**config.mk**
```make
export PLATFORM = sky130hd
export DESIGN_NAME = gpio_csr_port_flat
export DESIGN_NICKNAME = d
export VERILOG_FILES = /design/src/rtl/gpio_pkg.sv /design/src/rtl/gpio_csr_port_if.sv /design/src/rtl/gpio_csr_port_sw_debounce.sv /design/src/rtl/gpio_csr_port.sv /design/src/flat_wrapper.sv
export SDC_FILE = /design/constraint.sdc
export NUM_CORES = 1
export LEC_CHECK = 0
export CAP_MARGIN = 15
export CORE_MARGIN = 2
export CORE_UTILIZATION = 55
export CTS_BUF_LIST = sky130_fd_sc_hd__clkbuf_8
export CTS_CLUSTER_DIAMETER = 30
export DETAILED_ROUTE_END_ITERATION = 7
export GPL_TIMING_DRIVEN = 0
export PLACE_DENSITY = 0.95
export SYNTH_ARGS = -nofsm -noshare
export SYNTH_HDL_FRONTEND = slang
export SYNTH_SLANG_ARGS = --single-unit
```
**constraint.sdc**
```tcl
create_clock -name clk -period 9.6 [get_ports clk]
set_input_delay 0.96 -clock clk [delete_from_list [all_inputs] [get_ports clk]]
set_output_delay 0.96 -clock clk [all_outputs]
set_load 0.03 [all_outputs]
```
**src/rtl/gpio_pkg.sv**
```systemverilog
// Shared types and the seven-segment decode for the GPIO CSR port.
// The segment patterns are active-low, with bit 6 = g and bit 0 = a.
package gpio_pkg;

  typedef enum logic {
    S_STABLE = 1'b0,
    S_COUNT  = 1'b1
  } deb_state_t;

  localparam logic [6:0] SEG_BLANK  = 7'h7F;
  localparam int         NUM_DIGITS = 8;

  function automatic logic [6:0] hex_to_seg(input logic [3:0] nib);
    logic [6:0] seg;
    case (nib)
      4'h0: seg = 7'h40;
      4'h1: seg = 7'h79;
      4'h2: seg = 7'h24;
      4'h3: seg = 7'h30;
      4'h4: seg = 7'h19;
      4'h5: seg = 7'h12;
      4'h6: seg = 7'h02;
      4'h7: seg = 7'h78;
      4'h8: seg = 7'h00;
      4'h9: seg = 7'h10;
      4'hA: seg = 7'h08;
      4'hB: seg = 7'h03;
      4'hC: seg = 7'h46;
      4'hD: seg = 7'h21;
      4'hE: seg = 7'h06;
      default: seg = 7'h0E;
    endcase
    return seg;
  endfunction

endpackage

```
**src/rtl/gpio_csr_port_if.sv**
```systemverilog
// CSR-side signal bundle for the GPIO port.
// The master side is the pipeline and board; the slave side is gpio_csr_port.
interface gpio_csr_port_if #(
  parameter int NUM_SW = 18
);
  logic              gpio_we;
  logic              stall_EX;
  logic [31:0]       gpio_wdata;
  logic [NUM_SW-1:0] sw_raw;
  logic [31:0]       sw_rdata;
  logic              sw_changed;
  logic [31:0]       hex_value;
  logic [55:0]       hex_seg;

  modport master (
    output gpio_we, stall_EX, gpio_wdata, sw_raw,
    input  sw_rdata, sw_changed, hex_value, hex_seg
  );

  modport slave (
    input  gpio_we, stall_EX, gpio_wdata, sw_raw,
    output sw_rdata, sw_changed, hex_value, hex_seg
  );
endinterface

```
**src/rtl/gpio_csr_port_sw_debounce.sv**
```systemverilog
// Switch synchroniser and debouncer.
// A new switch value is accepted only after it holds for DEBOUNCE_CYCLES cycles.
module sw_debounce
  import gpio_pkg::*;
#(
  parameter int NUM_SW          = 18,
  parameter int DEBOUNCE_CYCLES = 500000,
  parameter int CNT_W           = $clog2(DEBOUNCE_CYCLES)
) (
  input  logic              clk,
  input  logic              rst,
  input  logic [NUM_SW-1:0] sw_raw,
  output logic [31:0]       sw_rdata,
  output logic              sw_changed
);

  localparam logic [CNT_W-1:0] CNT_LAST = CNT_W'(DEBOUNCE_CYCLES - 1);

  logic [NUM_SW-1:0] sync1_reg;
  logic [NUM_SW-1:0] sync2_reg;

  deb_state_t        state_reg,  state_next;
  logic [NUM_SW-1:0] cand_reg,   cand_next;
  logic [CNT_W-1:0]  cnt_reg,    cnt_next;
  logic [31:0]       rdata_reg,  rdata_next;
  logic              changed_reg, changed_next;

  logic [NUM_SW-1:0] sw_sync;
  logic [NUM_SW-1:0] stable;

  assign sw_sync = sync2_reg;
  assign stable  = rdata_reg[NUM_SW-1:0];

  always_ff @(posedge clk or posedge rst) begin
    if (rst) begin
      sync1_reg   <= '0;
      sync2_reg   <= '0;
      state_reg   <= S_STABLE;
      cand_reg    <= '0;
      cnt_reg     <= '0;
      rdata_reg   <= '0;
      changed_reg <= 1'b0;
    end else begin
      sync1_reg   <= sw_raw;
      sync2_reg   <= sync1_reg;
      state_reg   <= state_next;
      cand_reg    <= cand_next;
      cnt_reg     <= cnt_next;
      rdata_reg   <= rdata_next;
      changed_reg <= changed_next;
    end
  end

  always_comb begin
    state_next   = state_reg;
    cand_next    = cand_reg;
    cnt_next     = cnt_reg;
    rdata_next   = rdata_reg;
    changed_next = 1'b0;

    case (state_reg)
      S_STABLE: begin
        cnt_next = '0;
        if (sw_sync != stable) begin
          state_next = S_COUNT;
          cand_next  = sw_sync;
        end
      end
      S_COUNT: begin
        if (sw_sync != cand_reg) begin
          // A bounce back to the accepted value abandons the candidate entirely.
          cnt_next = '0;
          if (sw_sync == stable) begin
            state_next = S_STABLE;
          end else begin
            cand_next = sw_sync;
          end
        end else if (cnt_reg == CNT_LAST) begin
          rdata_next               = '0;
          rdata_next[NUM_SW-1:0]   = cand_reg;
          changed_next             = 1'b1;
          state_next               = S_STABLE;
          cnt_next                 = '0;
        end else begin
          cnt_next = cnt_reg + 1'b1;
        end
      end
      default: begin
        state_next = S_STABLE;
        cnt_next   = '0;
      end
    endcase
  end

  assign sw_rdata   = rdata_reg;
  assign sw_changed = changed_reg;

endmodule

```
**src/rtl/gpio_csr_port.sv**
```systemverilog
// GPIO responder on the CSR path: HEX display register (0xF02) and
// debounced switch read value (0xF00).
module gpio_csr_port
  import gpio_pkg::*;
#(
  parameter int NUM_SW          = 18,
  parameter int DEBOUNCE_CYCLES = 500000,
  parameter int CNT_W           = $clog2(DEBOUNCE_CYCLES)
) (
  input  logic            clk,
  input  logic            rst,
  gpio_csr_port_if.slave  bus
);

  logic [31:0] hex_value_reg;
  logic [55:0] hex_seg_reg;
  logic [55:0] hex_seg_next;
  logic        hex_wr;

  // stall_EX is tested first so an unknown gpio_we during a stall cannot leak in.
  assign hex_wr = (bus.stall_EX == 1'b0) && (bus.gpio_we == 1'b1);

  generate
    for (genvar gi = 0; gi < NUM_DIGITS; gi++) begin : g_digit
      assign hex_seg_next[7*gi +: 7] = hex_to_seg(bus.gpio_wdata[4*gi +: 4]);
    end
  endgenerate

  always_ff @(posedge clk or posedge rst) begin
    if (rst) begin
      hex_value_reg <= '0;
      hex_seg_reg   <= {NUM_DIGITS{SEG_BLANK}};
    end else if (hex_wr) begin
      hex_value_reg <= bus.gpio_wdata;
      hex_seg_reg   <= hex_seg_next;
    end
  end

  assign bus.hex_value = hex_value_reg;
  assign bus.hex_seg   = hex_seg_reg;

  sw_debounce #(
    .NUM_SW          (NUM_SW),
    .DEBOUNCE_CYCLES (DEBOUNCE_CYCLES),
    .CNT_W           (CNT_W)
  ) u_sw_debounce (
    .clk        (clk),
    .rst        (rst),
    .sw_raw     (bus.sw_raw),
    .sw_rdata   (bus.sw_rdata),
    .sw_changed (bus.sw_changed)
  );

endmodule

```
**src/flat_wrapper.sv**
```systemverilog
// flat-port wrapper written by rule: the top's interface ports become plain ports
module gpio_csr_port_flat import gpio_pkg::*;
#(
  parameter int NUM_SW          = 18,
  parameter int DEBOUNCE_CYCLES = 500000,
  parameter int CNT_W           = $clog2(DEBOUNCE_CYCLES)
)
  (clk, rst, bus_gpio_we, bus_stall_EX, bus_gpio_wdata, bus_sw_raw, bus_sw_rdata, bus_sw_changed, bus_hex_value, bus_hex_seg);
  gpio_csr_port_if #(.NUM_SW(NUM_SW)) bus_i ();
  input  logic clk;
  input  logic rst;
  input wire logic [$bits(bus_i.gpio_we)-1:0] bus_gpio_we;
  input wire logic [$bits(bus_i.stall_EX)-1:0] bus_stall_EX;
  input wire logic [$bits(bus_i.gpio_wdata)-1:0] bus_gpio_wdata;
  input wire logic [$bits(bus_i.sw_raw)-1:0] bus_sw_raw;
  output wire logic [$bits(bus_i.sw_rdata)-1:0] bus_sw_rdata;
  output wire logic [$bits(bus_i.sw_changed)-1:0] bus_sw_changed;
  output wire logic [$bits(bus_i.hex_value)-1:0] bus_hex_value;
  output wire logic [$bits(bus_i.hex_seg)-1:0] bus_hex_seg;
  assign bus_i.gpio_we = bus_gpio_we;
  assign bus_i.stall_EX = bus_stall_EX;
  assign bus_i.gpio_wdata = bus_gpio_wdata;
  assign bus_i.sw_raw = bus_sw_raw;
  assign bus_sw_rdata = bus_i.sw_rdata;
  assign bus_sw_changed = bus_i.sw_changed;
  assign bus_hex_value = bus_i.hex_value;
  assign bus_hex_seg = bus_i.hex_seg;
  gpio_csr_port #(.NUM_SW(NUM_SW), .DEBOUNCE_CYCLES(DEBOUNCE_CYCLES), .CNT_W(CNT_W)) u_core (.clk(clk), .rst(rst), .bus(bus_i));
endmodule
```
# == After elaboration in Yosys (flattened, before gate mapping) ==
# Memories as Yosys holds them, arrays and structs flattened. A register that Yosys moved wholly into a read port is not among the register bits.
# Index checks and enable logic that the tools add are counted.
# W data, S select, Z words.
# classes
add_sub_neg,1
mul,0
n_div,0
magnitude_cmp,0
n_eq_ne,7
shift,0
muxes,15
bitwise,3
reduce_logical,3
# ops
operator,count
$mux W18,3
$mux W19,2
$pmux W19 S2,1
$ne A18 B18 Y1,2
$pmux W18 S2,1
$add A19 B1 Y19 const B,1
$eq A19 B19 Y1 const B,1
$eq A18 B18 Y1,1
$mux W1,7
$reduce_and A3 Y1,2
$ne A2 B2 Y1 const B,2
$not A1 Y1,3
$ne A2 B1 Y1 const B,1
$pmux W1 S2,1
$logic_and A1 B1 Y1,1
# word_totals
register_bits,125
latch_bits,0
ramBits,0
romBits,896
in_bits,54
output_inout_bits,121
memories,8
# memory_table
memory,words,width,read_ports,rd_ports_with_merged_regs,write_ports,line_no,source
(no name shown),16,7,1,1,0,gpio_pkg.sv:15,case (nib)
(no name shown),16,7,1,1,0,gpio_pkg.sv:15,
(no name shown),16,7,1,1,0,gpio_pkg.sv:15,
(no name shown),16,7,1,1,0,gpio_pkg.sv:15,
(no name shown),16,7,1,1,0,gpio_pkg.sv:15,
(no name shown),16,7,1,1,0,gpio_pkg.sv:15,
+2 memories,-,-,-,-,-,-,

# == Logic depth before layout (Yosys ltp) ==
# Gate-level depths: netlist (run 1).
# depth
word_depth,4
ltp_mapped,8
depth_no_buf,6

# == By module ==
# A second synthesis (run 1) with hierarchy kept.
# hier_totals
hier_cells,842
hier_area_um2,9108.7
# modules_own_cells
mod,n_inst,cells_each,area_per_inst_um2,seq_area_each_um2
gpio_csr_port,1,564,5293.8,2272.2
sw_debounce,1,278,3814.9,2327.2

# == Least setup slack after synthesis (run 1) ==
# Ideal clock, no wire load.
# synth_timing
path_kind,reg-to-reg
from,register u_core.u_sw_debounce.cand_reg[4]
to,"register u_core.u_sw_debounce.rdata_reg[0], in the netlist u_core.u_sw_debounce.sw_rdata[0]"
setup_time_ns,0.125
arrival_time_ns,2.083
slack_ns,7.392
path_stages_with_launch,9
path_buffers,2
period_less_slack_ns,2.208
path_cell_list,dfrtp_1 -> xnor2_1 -> nand4_1 -> nor3_2 -> nand2_2 -> or4_4 -> buf_6 -> buf_8 -> mux2_4
# synth_via
elab_chain_cells,3
# synth_rtl
item,line_no,source
"start, declared",gpio_csr_port_sw_debounce.sv:23,"logic [NUM_SW-1:0] cand_reg, cand_next;"
"start signal, assigned",gpio_csr_port_sw_debounce.sv:47,cand_reg <= cand_next;
$ne A18 B18 Y1,gpio_csr_port_sw_debounce.sv:70,if (sw_sync != cand_reg) begin
$not A1 Y1 (no line),-,
$reduce_and A3 Y1 (no line),-,
"end signal, assigned",gpio_csr_port_sw_debounce.sv:49,rdata_reg <= rdata_next;
"end, declared",gpio_csr_port_sw_debounce.sv:25,"logic [31:0] rdata_reg, rdata_next;"
# Every way passes these cells.
# A chain may end at the register's enable or synchronous reset.

# == Worst setup path after layout (run 1) ==
# layout_timing
from,"register u_core.hex_seg_reg[51], in the netlist u_core.bus.hex_seg[51]"
to,output bus_hex_seg[51]
# layout_lines
item,line_no,source
"start, declared",gpio_csr_port.sv:16,logic [55:0] hex_seg_reg;
"end, declared",flat_wrapper.sv:19,output wire logic [$bits(bus_i.hex_seg)-1:0] bus_hex_seg;
# No word-level cell between the ends.

==> flow_summary.ini, run 1 <==
[power]
share_comb_of_total_power_pct = 23.5
cellPowerDensity_nw_per_um2 = 161
vdd_drop_max_mv = 0.117
fin_total_pwr_mw = 1.80
cell_internal_pwr_mw = 1.22
seqPwrFrac_pct = 49.2
leakage_nw = 4.84
switching_power_mw = 0.586
swShare_pct = 32.5
clkPwrFrac_pct = 27.3

[layout]
syn_to_final_growth_pct = 26.2
antenna_cells = 0
drive_above_1_share_pct = 20.3
fin_area_um2 = 11200
largest_reg_flops = 56
layout.nets = 1073

[timing]
tightest_slew_ns = 0.798
holdWs_ns = 0.353
period_share_pct = 28.1
fin_setup_tns_ns = 0
fmax_mhz = 370
hold_viol_final = 0
rsz0062_at_grt = no
period_needed_ns = 2.70
setup_violations = 0
relSlewSlack_pct = 46.8
drv_slew = 0
fin_skew_ns = 0.0108

[synth]
synth.top_cell.area_share_pct = 35.2
synth_seq_cells = 181
synth_edf_count = 0
ys_top_cells_by_area = dfrtp_1 35%, dfstp_2 17%, mux2_2 9.1%, ha_1 6.9%, o21ai_0 3.7%
yosysMostFrequentCell = dfrtp_1
syn_area_um2 = 8890
yosys_most_used_dff = dfrtp_1
ys_seq_area_share_pct = 51.7
async_flop_share_pct = 100
yosys_warnings = 0
synth_top_area_cell = dfrtp_1
synthTopCellsByCount = 125 x dfrtp_1, 73 x nand2_1, 72 x mux2_2
avgSynthCellArea_um2 = 11.4
synth_cell_types = 37
synth_cells = 777

[worst_setup_path]
critPathKind = reg2out
path_cells = clkdlybuf4s50_1
cp.required_ns = 8.64
cp_num_buf_inv = 1
arrival_ns = 1.74
critPathTopFamily = buffers and inverters
cp-end-kind = primary output
startpoint_type = register
slowest_delay_ns = 0.73
crit_fanout = 2
cpMaxStageDelayCell = clkdlybuf4s50_1

[detailed_routing]
wl_per_cell_um = 17.4
dr.pass1.iters = 4
totalWireLength_um = 20800
met1_length_um = 8450
drtIter0Drc = 314
wl_met2_um = 10400
num_vias = 6414
wl_met3_um = 1470
highest_layer = met4
vias_per_cell = 5.35
drc = 0
postRouteAntennaNets = 0

[die]
die_w_um = 131
rows = 46
die-height_um = 131
die-area_um2 = 17200
pin_count = 175
core_area_um2 = 15800
start_util_pct = 56.2

[global_route]
antenna_found_initial = 0
grt_pass1_vias = 6526
grt_pass1_wl_um = 34300
grt_max_degree = 123
overflow = 0
track_usage_pct = 25.0

[clock_tree]
clk_path_buf_depth = 2
root_buffer = clkbuf_8
cts_max_level = 4
clock_latency_ns = 0.47
cts.sinks = 181
postCtsResizedCells = 0
cts_buffers = 17
clkSlewWorstSetupHoldPaths_ns = 0.10
cts_tree = built
ctsHoldBuffers = 0
post_cts.repair.setup_buffers = 0

[placed_design]
portBuffers = 160
place.gp.congestion = 0.945
place_hpwl_um = 15200
dpl-instance-area_um2 = 10800

[hold_path]
hp-class = reg2reg

[run_status]
status = completed

[flow_run]
max_cap_violations = 0
==> per-layer routing <==
layer | vias up | GRT usage (%)
met5 | - | 0
met4 | 0 | 8.88
met3 | 36 | 8.91
met2 | 192 | 41.9
met1 | 3159 | 30.0
li1 | 3027 | -
==> area by class of cell <==
class                      count  area (um^2)
fill                        1095         4610
sequential                   181         4600
multi-input combinational    530         3970
timing repair buffer         161         1630
tap                          216          270
buffer                        51          264
clock buffer                  17          234
clock inverter                15          136
inverter                      28          113
==> power by group through the flow <==
stage	clock, mW	sequential (mW)	combinational [mW]
6_report	0.493	0.887	0.423
5_1_grt	0.536	0.894	0.451
4_1_cts	0.504	0.886	0.425
3_5_place_dp	0	0.899	0.422
3_3_place_gp	0	0.896	0.410
2_1_floorplan	0	1.00	0.140
==> cells by family (layout without fill, tap and decap cells) <==
logic type | after synthesis | count (layout) | synth area share [%]
fa+ha+maj | 49 | 49 | 6.90
flops | 181 | 181 | 51.7
compound gates | 115 | 115 | 7.09
simple gates | 186 | 186 | 9.40
buf+inv | 79 | 272 | 4.15
other cells | 1 | 14 | 0.0422
xor+xnor | 52 | 52 | 5.12
mux | 114 | 114 | 15.5
==> worst paths after layout <==
kind,startpoint,to,slack (ns),depth (start not counted)
min in group asynchronous,rst,u_core.bus.hex_value[2],0.92,2
worst min register to register,u_core.u_sw_debounce.sync1_reg[4],u_core.u_sw_debounce.sw_sync[4],0.35,0
max in group asynchronous,rst,u_core.bus.hex_seg[10],7.78,3
worst max register to register,u_core.u_sw_debounce.sw_sync[4],u_core.u_sw_debounce.sw_rdata[7],7.04,8
worst max-delay path,u_core.bus.hex_seg[51],bus_hex_seg[51],6.90,1
worst min-delay path,u_core.u_sw_debounce.sync1_reg[4],u_core.u_sw_debounce.sw_sync[4],0.35,0
==> placed cells by master (no fill, tap or decap), drive strengths merged, types with 10 or more instances in the layout <==
master / Yosys / routed
dfrtp: 125 / 125
conb: 1 / 14
mux2i: 24 / 24
clkdlybuf4s50: 0 / 160
nor2: 60 / 60
nor3: 11 / 11
a21oi: 32 / 32
dfstp: 56 / 56
o21ai: 65 / 65
buf: 18 / 19
xor2: 15 / 15
xnor2: 37 / 37
ha: 49 / 49
nand2: 74 / 74
nand3: 11 / 11
clkbuf: 33 / 50
nand4: 10 / 10
mux2: 82 / 82
inv: 28 / 37
a22oi: 10 / 10
==> stage by stage <==
| stage | setup WS [ns] | cells | utilization (%) |
|---|---|---|---|
| global placement | 1.68 | 1166 | 68.3 |
| finish | 6.90 | 1199 | 70.9 |
| floorplan | 3.82 | 790 | - |
| detailed placement | 6.59 | 1167 | 68.5 |
| global route | 6.83 | 1199 | 70.9 |
| CTS | 6.87 | 1199 | 70.9 |
==> worst register-to-register path, cell delays in order, from the launching register on <==
cell and delay (ns):
dfrtp_1 0.44, xnor2_1 0.25, nand4_1 0.17, nor3_2 0.28, nand2_2 0.14, or4_4 0.55, buf_6 0.17, buf_8 0.16
mux2_4 0.30
Note: power is estimated with default switching activity, not from simulation.
==> run 2: changes to the inputs <==
CORE_UTILIZATION = 54   (was 55)
PLACE_DENSITY = 0.94   (was 0.95)
clock period = 2.7 ns   (was 9.6 ns; I/O delays follow)
==> flow_summary.ini, run 2 (synthesis gave the netlist of run 1 again) <==
[global_route]
antenna_found_initial = 0
grt_pass1_vias = 6608
track_usage_pct = 24.8
grt_max_degree = 44
overflow = 0
grt_pass1_wl_um = 34200

[layout]
fin_area_um2 = 11300
syn_to_final_growth_pct = 27.2
layout.nets = 1076
final_common_cell = clkdlybuf4s50_1
antenna_cells = 0
drive_above_1_share_pct = 20.6
largest_reg_flops = 56
layout_common_cells = 160 x clkdlybuf4s50_1, 125 x dfrtp_1, 73 x nand2_1
nFillCells = 1127

[clock_tree]
ctsHoldBuffers = 0
clkSlewWorstSetupHoldPaths_ns = 0.11
cts.sinks = 181
post_cts.repair.setup_buffers = 0
clock_latency_ns = 0.48
postCtsResizedCells = 0
cts_buffers = 17
cts_max_level = 4
clk_path_buf_depth = 2
root_buffer = clkbuf_8
cts_tree = built

[power]
seqPwrFrac_pct = 48.0
swShare_pct = 32.3
switching_power_mw = 2.13
leakage_nw = 4.88
cell_internal_pwr_mw = 4.45
share_comb_of_total_power_pct = 23.1
clkPwrFrac_pct = 29.0
vdd_drop_max_mv = 0.510
cellPowerDensity_nw_per_um2 = 582

[worst_setup_path]
slowest_delay_ns = 0.55
cp-end-kind = register
r2r_cells = 8
cp_num_buf_inv = 2
critPathKind = reg2reg
path_cells = xnor2_1 > nand4_1 > nor2_1 > nand2_2 > or4_4 > buf_6 > buf_8 > mux2_4
worst_r2r_startpoint = u_core.u_sw_debounce.sw_sync[17]
reg2reg_to = u_core.u_sw_debounce.sw_rdata[6]
crit_fanout = 10
cp.required_ns = 3.07
r2r_slack_ns = 0.05
startpoint_type = register
arrival_ns = 3.02
critPathTopFamily = simple AND/OR/NAND/NOR gates
cpMaxStageDelayCell = or4_4

[flow_run]
max_cap_violations = 0

[timing]
fmax_mhz = 377
tightest_slew_ns = 0.871
fin_skew_ns = 0.0122
drv_slew = 0
fin_setup_tns_ns = 0
setup_slack_ns = 0.0476
period_share_pct = 98.2
period_needed_ns = 2.65
hold_viol_final = 0
setup_violations = 0
rsz0062_at_grt = no
relSlewSlack_pct = 41.9

[die]
start_util_pct = 55.6
pin_count = 175
die_w_um = 132
rows = 46
core_area_um2 = 16000
die-height_um = 132
die-area_um2 = 17500

[hold_path]
hold_depth = 1
hp-start = bus_sw_raw[5]
hold_end = u_core.u_sw_debounce.sync1_reg[5]
hp-class = in2reg

[placed_design]
dp_slack_ns = 0.176
portBuffers = 160
place.gp.congestion = 0.901
dpl-instance-area_um2 = 10900
place_hpwl_um = 15700

[detailed_routing]
wl_per_cell_um = 17.7
num_vias = 6439
drc = 0
wl_met2_um = 10900
met1_length_um = 8350
totalWireLength_um = 21300
drtIter0Drc = 229
dr.pass1.iters = 4
vias_per_cell = 5.36
highest_layer = met4
postRouteAntennaNets = 0
wl_met3_um = 1630

[run_status]
status = completed
[run 2: power groups by stage]
| stage | Combinational, mW | Clock [mW] | Sequential [mW] |
|---|---|---|---|
| 3_3_place_gp | 1.47 | 0 | 3.19 |
| 4_1_cts | 1.53 | 1.95 | 3.15 |
| 5_1_grt | 1.61 | 2.07 | 3.18 |
| 3_5_place_dp | 1.52 | 0 | 3.20 |
| 2_1_floorplan | 0.500 | 0 | 3.56 |
| 6_report | 1.52 | 1.91 | 3.15 |
[run 2: area by class of cell]
| class | instances | area, um^2 | share of cell area, % |
|---|---|---|---|
| flip-flops and latches | 181 | 4600 | 40.7 |
| multi-input cells | 530 | 3970 | 35.1 |
| repair buffers | 164 | 1680 | 14.9 |
| well taps | 216 | 270 | 2.39 |
| plain buffers | 51 | 264 | 2.34 |
| clock buffers | 17 | 234 | 2.07 |
| clock inverters | 15 | 178 | 1.57 |
| inverters | 28 | 109 | 0.963 |
[run 2: metrics by stage]
stage	total power, mW	hold WS, ns	std cells	util [%]
after detailed placement	4.71	0.336	1170	68.1
after floorplan	4.06	0.301	790	-
after global routing	6.87	0.183	1202	70.7
after CTS	6.63	0.194	1202	70.7
final	6.58	0.216	1202	70.7
after global placement	4.65	0.333	1166	67.6
[run 2: how the worst max path moves through the flow]
stage / startpoint / to / slack (ns) / depth (start not counted)
6_report: u_core.u_sw_debounce.sw_sync[17] / u_core.u_sw_debounce.sw_rdata[6] / 0.05 / 8
5_1_grt: u_core.u_sw_debounce.sw_sync[17] / u_core.u_sw_debounce.sw_rdata[6] / 0.002 / 8
4_1_cts: u_core.u_sw_debounce.sw_sync[17] / u_core.u_sw_debounce.sw_rdata[7] / 0.11 / 8
3_5_place_dp: u_core.u_sw_debounce.sw_sync[4] / u_core.u_sw_debounce.sw_rdata[4] / 0.18 / 8
3_3_place_gp: rst / u_core.bus.hex_value[3] / -1.22 / 2
2_1_floorplan: rst / u_core.bus.hex_value[0] / 0.15 / 1
[run 2: layer usage]
layer	GRT usage, %	up-vias
met1	27.9	3208
met4	8.48	0
met3	8.69	35
li1	-	3021
met5	0	-
met2	43.8	175
